==> src/rtl/jogo_defs_pkg.sv <==
// Shared definitions for the move-detection logic: FSM state codes and debug helpers.
package jogo_defs_pkg;

    typedef enum logic [2:0] {
        StEspera      = 3'd0,
        StFiltra      = 3'd1,
        StPulso       = 3'd2,
        StSolta       = 3'd3,
        StFiltraSolta = 3'd4
    } estado_e;

    localparam logic [3:0] DbErro = 4'hF;

    // Debug code shown on db_estado; unused encodings are flagged as an error.
    function automatic logic [3:0] codigo_db(input estado_e st);
        case (st)
            StEspera, StFiltra, StPulso, StSolta, StFiltraSolta: return {1'b0, st};
            default: return DbErro;
        endcase
    endfunction

    // True when more than one bit is set (clearing the lowest set bit leaves something).
    function automatic logic mais_de_um_bit(input logic [31:0] v);
        return (v & (v - 32'd1)) != 32'd0;
    endfunction

endpackage

==> src/rtl/sincronizador_2ff.sv <==
// Two-flop synchronizer for asynchronous level inputs, one chain per bit.
module sincronizador_2ff #(
    parameter int unsigned Largura = 1
) (
    input  logic               clock_i,
    input  logic               reset_i,
    input  logic [Largura-1:0] d_i,
    output logic [Largura-1:0] q_o
);

    logic [Largura-1:0] meta_q;
    logic [Largura-1:0] sinc_q;

    always_ff @(posedge clock_i) begin
        if (reset_i) begin
            meta_q <= '0;
            sinc_q <= '0;
        end else begin
            meta_q <= d_i;
            sinc_q <= meta_q;
        end
    end

    assign q_o = sinc_q;

endmodule

==> src/rtl/detector_jogada_debounce.sv <==
// Turns raw player buttons into a single-cycle debounced move pulse plus the registered code,
// with a flag for illegal multi-button presses.
module detector_jogada_debounce
    import jogo_defs_pkg::*;
#(
    parameter int unsigned NBotoes        = 4,
    parameter int unsigned DebounceCiclos = 5000
) (
    input  logic               clock_i,
    input  logic               reset_i,
    input  logic [NBotoes-1:0] botoes_i,
    input  logic               habilita_i,
    input  logic               zera_i,
    output logic               jogada_o,
    output logic [NBotoes-1:0] botoes_reg_o,
    output logic               multipla_o,
    output logic [3:0]         db_estado_o
);

    localparam int unsigned    CntW   = $clog2(DebounceCiclos);
    localparam logic [CntW-1:0] CntMax = CntW'(DebounceCiclos - 1);

    logic [NBotoes-1:0] s;

    sincronizador_2ff #(
        .Largura (NBotoes)
    ) u_sinc_botoes (
        .clock_i (clock_i),
        .reset_i (reset_i),
        .d_i     (botoes_i),
        .q_o     (s)
    );

    estado_e            estado_q, estado_d;
    logic [CntW-1:0]    cnt_q, cnt_d;
    logic [NBotoes-1:0] amostra_q, amostra_d;
    logic               jogada_q;
    logic [NBotoes-1:0] botoes_reg_q;
    logic               multipla_q;
    logic [3:0]         db_estado_q;

    always_comb begin
        estado_d  = estado_q;
        cnt_d     = cnt_q;
        amostra_d = amostra_q;
        case (estado_q)
            StEspera: begin
                if (habilita_i && (s != '0)) begin
                    estado_d  = StFiltra;
                    amostra_d = s;
                end
            end
            StFiltra: begin
                if ((s != amostra_q) || !habilita_i) begin
                    estado_d = StEspera;
                end else if (cnt_q == CntMax) begin
                    estado_d = StPulso;
                end else begin
                    cnt_d = cnt_q + CntW'(1);
                end
            end
            StPulso: begin
                estado_d = StSolta;
            end
            StSolta: begin
                if (s == '0) begin
                    estado_d = StFiltraSolta;
                end
            end
            StFiltraSolta: begin
                if (s != '0) begin
                    estado_d = StSolta;
                end else if (cnt_q == CntMax) begin
                    estado_d = StEspera;
                end else begin
                    cnt_d = cnt_q + CntW'(1);
                end
            end
            default: begin
                estado_d = StEspera;
            end
        endcase
        // Every state entry starts a fresh stability window.
        if (estado_d != estado_q) begin
            cnt_d = '0;
        end
    end

    always_ff @(posedge clock_i) begin
        if (reset_i) begin
            estado_q     <= StEspera;
            cnt_q        <= '0;
            amostra_q    <= '0;
            jogada_q     <= 1'b0;
            botoes_reg_q <= '0;
            multipla_q   <= 1'b0;
            db_estado_q  <= 4'h0;
        end else begin
            estado_q    <= estado_d;
            cnt_q       <= cnt_d;
            amostra_q   <= amostra_d;
            jogada_q    <= (estado_q == StPulso);
            db_estado_q <= codigo_db(estado_q);
            // A pulse beats a simultaneous clear so the freshly accepted code is kept.
            if (estado_q == StPulso) begin
                botoes_reg_q <= amostra_q;
                multipla_q   <= mais_de_um_bit(32'(amostra_q));
            end else if (zera_i) begin
                botoes_reg_q <= '0;
                multipla_q   <= 1'b0;
            end
        end
    end

    assign jogada_o     = jogada_q;
    assign botoes_reg_o = botoes_reg_q;
    assign multipla_o   = multipla_q;
    assign db_estado_o  = db_estado_q;

endmodule

==> config.mk <==
export PLATFORM = sky130hd
export DESIGN_NAME = detector_jogada_debounce
export DESIGN_NICKNAME = d
export VERILOG_FILES = /design/src/rtl/jogo_defs_pkg.sv /design/src/rtl/sincronizador_2ff.sv /design/src/rtl/detector_jogada_debounce.sv
export SDC_FILE = /design/constraint.sdc
export NUM_CORES = 1
export LEC_CHECK = 0
export CAP_MARGIN = 10
export CORE_ASPECT_RATIO = 1.2
export CORE_UTILIZATION = 62
export DETAILED_ROUTE_END_ITERATION = 10
export DONT_BUFFER_PORTS = 1
export PLACE_DENSITY = 0.81
export SKIP_CTS_REPAIR_TIMING = 1
export SYNTH_ARGS = -nofsm -noshare
export SYNTH_HDL_FRONTEND = slang
export SYNTH_HIERARCHICAL = 1
export SYNTH_SLANG_ARGS = --single-unit
==> constraint.sdc <==
create_clock -name clock_i -period 3.2 [get_ports clock_i]
set_clock_uncertainty 0.05 [all_clocks]
set_input_delay 0.48 -clock clock_i [delete_from_list [all_inputs] [get_ports clock_i]]
set_output_delay 0.48 -clock clock_i [all_outputs]
set_load 0.01 [all_outputs]
==> key figures, run 1 <==
Finish
  • Area Overhead vs Synth: 5.41%
  • Antenna cells: 0
  • Share of cells above drive strength 1: 9.38%
  • Final #Nets: 200
  • Post-Layout Cell Count: 225
  • Fillcell total: 219

Yosys
  • Synthesized flop and latch total: 38
  • Main combinational cell family by area after synthesis: simple AND/OR/NAND/NOR gates
  • Ys async rst share: 0%
  • Top post-synthesis cells by area: dfxtp_1, a211oi_1, nor2b_1, a21oi_1, nor2_1
  • Mapped Cells: 194
  • Xor and xnor area share after synthesis: 2.49%
  • Mapped Area: 1760 sq um
  • Mux cell area share after synthesis: 2.28%
  • YS warnings: 6
  • Complex-gate fraction of the synthesized area: 16.9%
  • Most used DFF post-synth: dfxtp_1
  • Most frequent cells after synthesis: dfxtp_1, nor2_1, a21oi_1
  • Post-Synth Adder-Cell Area: 1.28%
  • Synth Net Count: 203
  • Yosys top cell area share: 43.3%
  • Sequential area share after synthesis: 43.3%
  • Yosys top cell by area: dfxtp_1
  • Synth Area in Simple Gates: 29.6%
  • Number of flops mapped to enable cells by yosys: 0
  • Count of different cell masters after synthesis: 44
  • Count leader, synth: dfxtp_1
  • Avg Cell Area, Syn: 9.06 sq um

Clock network
  • Root buf cell: clkbuf_4
  • Clk buf depth: 2
  • CTS tree: yes
  • Reg clk slew, reported paths: 0.11 ns
  • Number of buffers created by CTS: 5
  • H-tree levels: 2
  • CTS Sinks: 38
  • Later-pin clock latency in the skew report: 0.34 ns

Critical path
  • Setup slack, reg-to-reg: 0.93 ns
  • Critical Path, Cell by Cell: nand4bb_1 -> or2_2 -> o22a_4 -> or4b_1 -> a211oi_1
  • Largest stage delay on the critical path: 0.58 ns
  • Worst path required time: 3.41 ns
  • R2r startpoint: estado_q[0]
  • CP bufs+invs: 0
  • R2R cell count: 5
  • WP data arrival: 2.48 ns
  • Crit Reg-Reg Endpoint: cnt_q[5]
  • CP Capture Type: flop
  • Slowest stage cell on the critical path: dfxtp_1
  • CP Launch Type: flop
  • Setup Crit Path Kind: flop to flop
  • Crit Path Max Fanout: 13
  • Family with the most delay on the worst path: simple AND/OR/NAND/NOR gates

Worst hold path
  • Worst hold start: reset_i
  • Hold Path End: u_sinc_botoes/q_o[3]
  • Hold Crit Depth: 1
  • Worst hold path class: input pin to flop

Pwr
  • Switching portion of total power: 19.4%
  • Internal: 763 uW
  • Sw Pwr: 183 uW
  • Reg power frac: 51.5%
  • Peak supply drop: 0.351 mV
  • Leakage: 0.615 nW
  • P per Cell Area: 511 nW/um^2
  • Clock share of power: 44.1%
  • Logic pwr share: 4.4%

Floorplanning
  • Die area: 3050 sq um
  • Die Wd: 50.6 um
  • I/O pins: 18
  • Die Height: 60.3 um
  • Initial Utilization: 67.5%
  • Row cnt: 20
  • Core area: 2600 sq um

Drt
  • Routed Antenna Nets: 0
  • 1st-iter DRT viols: 40
  • Metal1 wirelength: 1440 um
  • Met2 WL: 1710 um
  • Vias: 1413
  • Via density: 6.28
  • Uppermost layer routed: met4
  • Total wire length: 3330 um
  • Met3 wire length: 126 um
  • Remaining DRCs: 0
  • WL/cell: 14.8 um
  • Total iterations of the first detailed-routing run: 4

GRT
  • Number of global-route vias before repair: 1227
  • First-pass GRT wire length: 5500 um
  • Largest net degree at the start of global routing: 26
  • Gr ovfl total: 0
  • Global-route usage over all layers: 24.4%
  • Initial antenna violation count: 0

Timing
  • Min Clock Period, post-route: 2.27 ns
  • Setup_tns: 0 ns
  • Final Slew Violations: 0
  • Worst slew margin: 36.1%
  • Worst-Margin Slew: 0.951 ns
  • Final Hold Viols: 0
  • RSZ-0062 raised after global routing: no
  • # setup viols final: 0
  • Worst setup margin: 0.932 ns
  • Fmax: 0.441 GHz
  • Fin crit share: 70.9%

Placement
  • Post-Place Worst Slack: 0.962 ns
  • Port Buffers: 0
  • DP HPWL: 2440 um
  • Placed insts: 217
  • GP Congestion: 0.889

Run
  • Max_cap viols: 0

Status
  • Status: finished, final reports clean
-- how the worst max path moves through the flow --
stage	slack, ns	end	cells after the start	start
detailed placement	0.96	cnt_q[5]	4	estado_q[2]
finish	0.93	cnt_q[5]	5	estado_q[0]
floorplan	1.11	cnt_q[11]	6	u_sinc_botoes/q_o[3]
global placement	1.06	cnt_q[5]	4	estado_q[2]
CTS	0.95	cnt_q[5]	4	estado_q[2]
global route	0.83	cnt_q[5]	5	estado_q[0]
-- cells in the final DEF, fill, tap and decap left out, drive strengths merged, types with 4 or more instances in the layout --
master / netlist / final
a211oi: 11 / 11
a21oi: 13 / 13
clkbuf: 6 / 6
dfxtp: 38 / 38
mux2i: 4 / 4
nand2: 6 / 6
nand3: 8 / 8
nor2: 17 / 17
nor2b: 11 / 11
nor3: 6 / 6
nor3b: 4 / 4
nor4: 4 / 4
o21ai: 11 / 11
or3: 6 / 6
-- layer usage --
metal / global-route usage [%] / vias up
li1: - / 717
met1: 28.8 / 662
met2: 42.5 / 29
met3: 6.77 / 5
met4: 9.52 / 0
met5: 0 / -
-- cells by family (layout without fill, tap and decap cells) --
| logic type | count (synthesis) | count (layout) |
|---|---|---|
| buf+inv | 13 | 11 |
| xor+xnor | 5 | 5 |
| compound gates | 45 | 45 |
| flops | 38 | 38 |
| simple gates | 87 | 87 |
| mux | 4 | 4 |
| fa+ha+maj | 2 | 2 |
-- power groups by stage --
| stage | clock network, mW | registers, mW | logic [mW] |
|---|---|---|---|
| floorplan | 0 | 0.495 | 0.0419 |
| global placement | 0 | 0.498 | 0.0409 |
| detailed placement | 0 | 0.498 | 0.0418 |
| CTS | 0.429 | 0.488 | 0.0418 |
| global route | 0.449 | 0.489 | 0.0467 |
| finish | 0.417 | 0.488 | 0.0416 |
-- per-stage QoR --
| stage | power, mW | utilization (%) | area, sq um | hold WS (ns) |
|---|---|---|---|---|
| after floorplan | 0.537 | - | 1760 | 0.364 |
| after global placement | 0.539 | 66.9 | 1740 | 0.376 |
| after detailed placement | 0.540 | 66.9 | 1740 | 0.382 |
| after CTS | 0.958 | 71.2 | 1850 | 0.120 |
| after global routing | 0.985 | 71.2 | 1850 | 0.111 |
| final | 0.947 | 71.2 | 1850 | 0.138 |
-- worst register-to-register path: cells and delay by family (launching register included) --
family	cells	cell delay, ns
AND/OR/NAND/NOR	3	1.01
flip-flops	1	0.58
AO/OA/AOI/OAI	2	0.55
-- layout make-up --
class	instances	area [sq um]	share of cell area, %
Multi-Input combinational cell	143	925	49.9
Sequential cell	38	761	41.1
Clock inverter	2	60.1	3.24
Clock buffer	6	51.3	2.77
Tap cell	33	41.3	2.23
Timing Repair Buffer	1	7.51	0.405
Inverter	2	7.51	0.405
-- registers in the layout (all words and copies together) (netlist names) --
signal / flops
amostra_q: 4
botoes_reg_o: 4
u_sinc_botoes/meta_q: 4
u_sinc_botoes/q_o: 4
cnt_q: 13
multipla_o: 1
estado_q: 3
db_estado_o: 4
jogada_o: 1
Power figures use the tool's default switching activity.
==> inputs of run 2 (changes only) <==
Settings changed: CORE_UTILIZATION 62 to 55, PLACE_DENSITY 0.81 to 0.76.
Clock period 3.2 ns to 2.05 ns, I/O delays scaled along.
==> run 2 against run 1 <==
Effect of this change:
- utilization fell by 4.9 points
- largest power group unchanged
- highest routed layer unchanged
- power is 47% higher
- combinational power grew to 2.6 times the previous value
- die area up 12%
- global-route usage rose by 1.0 points
- sequential power up 56%
==> key figures, run 2 (synthesis gave the netlist of run 1 again) <==
Clock network
  • Root buf cell: clkbuf_4
  • CTS Sinks: 38 (unchanged)
  • Number of buffers created by CTS: 5 (unchanged)
  • Reg clk slew, reported paths: 0.12 ns (about the same)
  • Later-pin clock latency in the skew report: 0.35 ns (about the same)
  • H-tree levels: 2 (unchanged)
  • Clk buf depth: 2 (unchanged)
  • CTS tree: yes

Critical path
  • Setup slack, reg-to-reg: 0.0006 ns (-0.93 ns)
  • Setup Crit Path Kind: flop to flop
  • CP Capture Type: flop
  • Family with the most delay on the worst path: simple AND/OR/NAND/NOR gates
  • Largest stage delay on the critical path: 0.59 ns (about the same)
  • Critical Path, Cell by Cell: or4_4 -> o22a_4 -> or4b_4 -> a211oi_2
  • Worst path required time: 2.28 ns (-1.13 ns)
  • WP data arrival: 2.28 ns (-0.20 ns)
  • CP bufs+invs: 0 (unchanged)
  • Slowest stage cell on the critical path: or4_4
  • Crit Path Max Fanout: 8 (-5)
  • CP Launch Type: flop

Timing
  • Min Clock Period, post-route: 2.05 ns (-0.219 ns)
  • Fmax: 0.488 GHz (+11%)
  • # setup viols final: 0 (unchanged)
  • RSZ-0062 raised after global routing: yes
  • Worst setup margin: 0.000554 ns (-0.931 ns)
  • Fin crit share: 100% (+29 points)
  • Worst-Margin Slew: 0.809 ns (-0.142 ns)
  • Final Slew Violations: 0 (unchanged)
  • Final Hold Viols: 0 (unchanged)
  • Worst slew margin: 45.9% (+9.8 points)

GRT
  • Number of global-route vias before repair: 1473 (+20%)
  • Gr ovfl total: 0 (unchanged)
  • First-pass GRT wire length: 6360 um (+16%)
  • Global-route usage over all layers: 25.4% (+1.0 points)
  • Met3 usage: 7.38% (+0.61 points)
  • Global routing's busiest layer: met2
  • GRT met1 Usage: 26.1% (-2.7 points)
  • Initial antenna violation count: 0 (unchanged)
  • Largest net degree at the start of global routing: 26 (unchanged)
  • GR Util met2: 44.4% (+1.9 points)

Finish
  • Most flop-heavy register: cnt_q
  • Max FFs per register: 13 (unchanged)
  • Most common cell after layout, fill and taps aside: dfxtp_1
  • Area Overhead vs Synth: 15.3%
  • Share of cells above drive strength 1: 22.4% (+13 points)
  • Final #Nets: 213 (+6.5%)
  • Final Util: 66.3% (-4.9 points)
  • Most frequent cells in the layout: dfxtp_1, nor2_1, a21oi_1, nor2b_1, o21ai_0
  • Footprint of the multi-input gates: 1000 sq um (+8.7%)
  • Antenna cells: 0 (unchanged)
  • Register Area: 764 sq um (+0.49%)
  • Final instance area: 2030 sq um (+9.4%)
  • Post-Layout Cell Count: 241 (+7.1%)
  • Fillcell total: 233 (+6.4%)

Floorplanning
  • Die area: 3430 sq um (+12%)
  • I/O pins: 18 (unchanged)
  • Core area: 3060 sq um (+17%)
  • Initial Utilization: 57.5% (-10 points)
  • Die Height: 63.9 um (+6.0%)
  • Die Wd: 53.6 um (+5.9%)
  • Row cnt: 22 (+10%)

Placement
  • Placed insts: 229 (+5.5%)
  • DP HPWL: 2760 um (+13%)
  • Port Buffers: 0 (unchanged)
  • Area after DPL: 1810 sq um (+4.2%)
  • GP Congestion: 0.817 (-8.1%)
  • Post-Place Worst Slack: 0.00574 ns (-0.956 ns)

Drt
  • Routed Antenna Nets: 0 (unchanged)
  • Total wire length: 4110 um (+23%)
  • Via density: 6.34 (+0.89%)
  • Total iterations of the first detailed-routing run: 4 (unchanged)
  • WL/cell: 17.0 um (+15%)
  • 1st-iter DRT viols: 68 (+70%)
  • Vias: 1527 (+8.1%)
  • Remaining DRCs: 0 (unchanged)

Worst hold path
  • Worst hold path class: input pin to flop

Pwr
  • Peak supply drop: 0.560 mV (+60%)
  • P per Cell Area: 684 nW/um^2 (+34%)
  • Total power: 1.39 mW (+47%)
  • Leakage: 0.689 nW (+12%)

Run
  • Max_cap viols: 0 (unchanged)

Status
  • Status: finished, final reports clean
run 2: per-layer routing:
| metal | vias to the layer above | wire [um] |
|---|---|---|
| met5 | - | 0 |
| met4 | 0 | 102 |
| met3 | 11 | 166 |
| met2 | 44 | 2280 |
| met1 | 727 | 1560 |
| li1 | 745 | - |
run 2: through the flow:
stage / hold slack, ns / setup TNS, ns
after global placement: 0.331 / 0
final: 0.0317 / 0
after CTS: -0.0600 / -0.0852
after floorplan: 0.322 / 0
after global routing: 0.0166 / -0.0460
after detailed placement: 0.329 / 0
run 2: final timing paths:
kind	start	to	cells after the start
setup / recovery	u_sinc_botoes/q_o[2]	cnt_q[5]	4
hold / removal	botoes_i[0]	u_sinc_botoes/meta_q[0]	1
setup reg to reg	u_sinc_botoes/q_o[2]	cnt_q[5]	4
hold reg to reg	u_sinc_botoes/meta_q[3]	u_sinc_botoes/q_o[3]	1
run 2: power by group:
part / total [mW] / switching (mW) / internal, mW
clock network: 0.517 / 0.262 / 0.256
logic: 0.110 / 0.0604 / 0.0499
registers: 0.759 / 0.00927 / 0.750
run 2: area by class of cell:
type | count | area share [%]
Sequential cell | 38 | 37.7
Inverter | 2 | 0.370
Multi-Input combinational cell | 143 | 49.6
Tap cell | 36 | 2.22
Clock buffer | 5 | 1.85
Timing Repair Buffer | 14 | 6.05
Clock inverter | 3 | 2.22
run 2: worst register-to-register path, cell delays in order, from the launching register on:
cell and delay, ns:
dfxtp_2 0.37, or4_4 0.59, o22a_4 0.27, or4b_4 0.50, a211oi_2 0.20
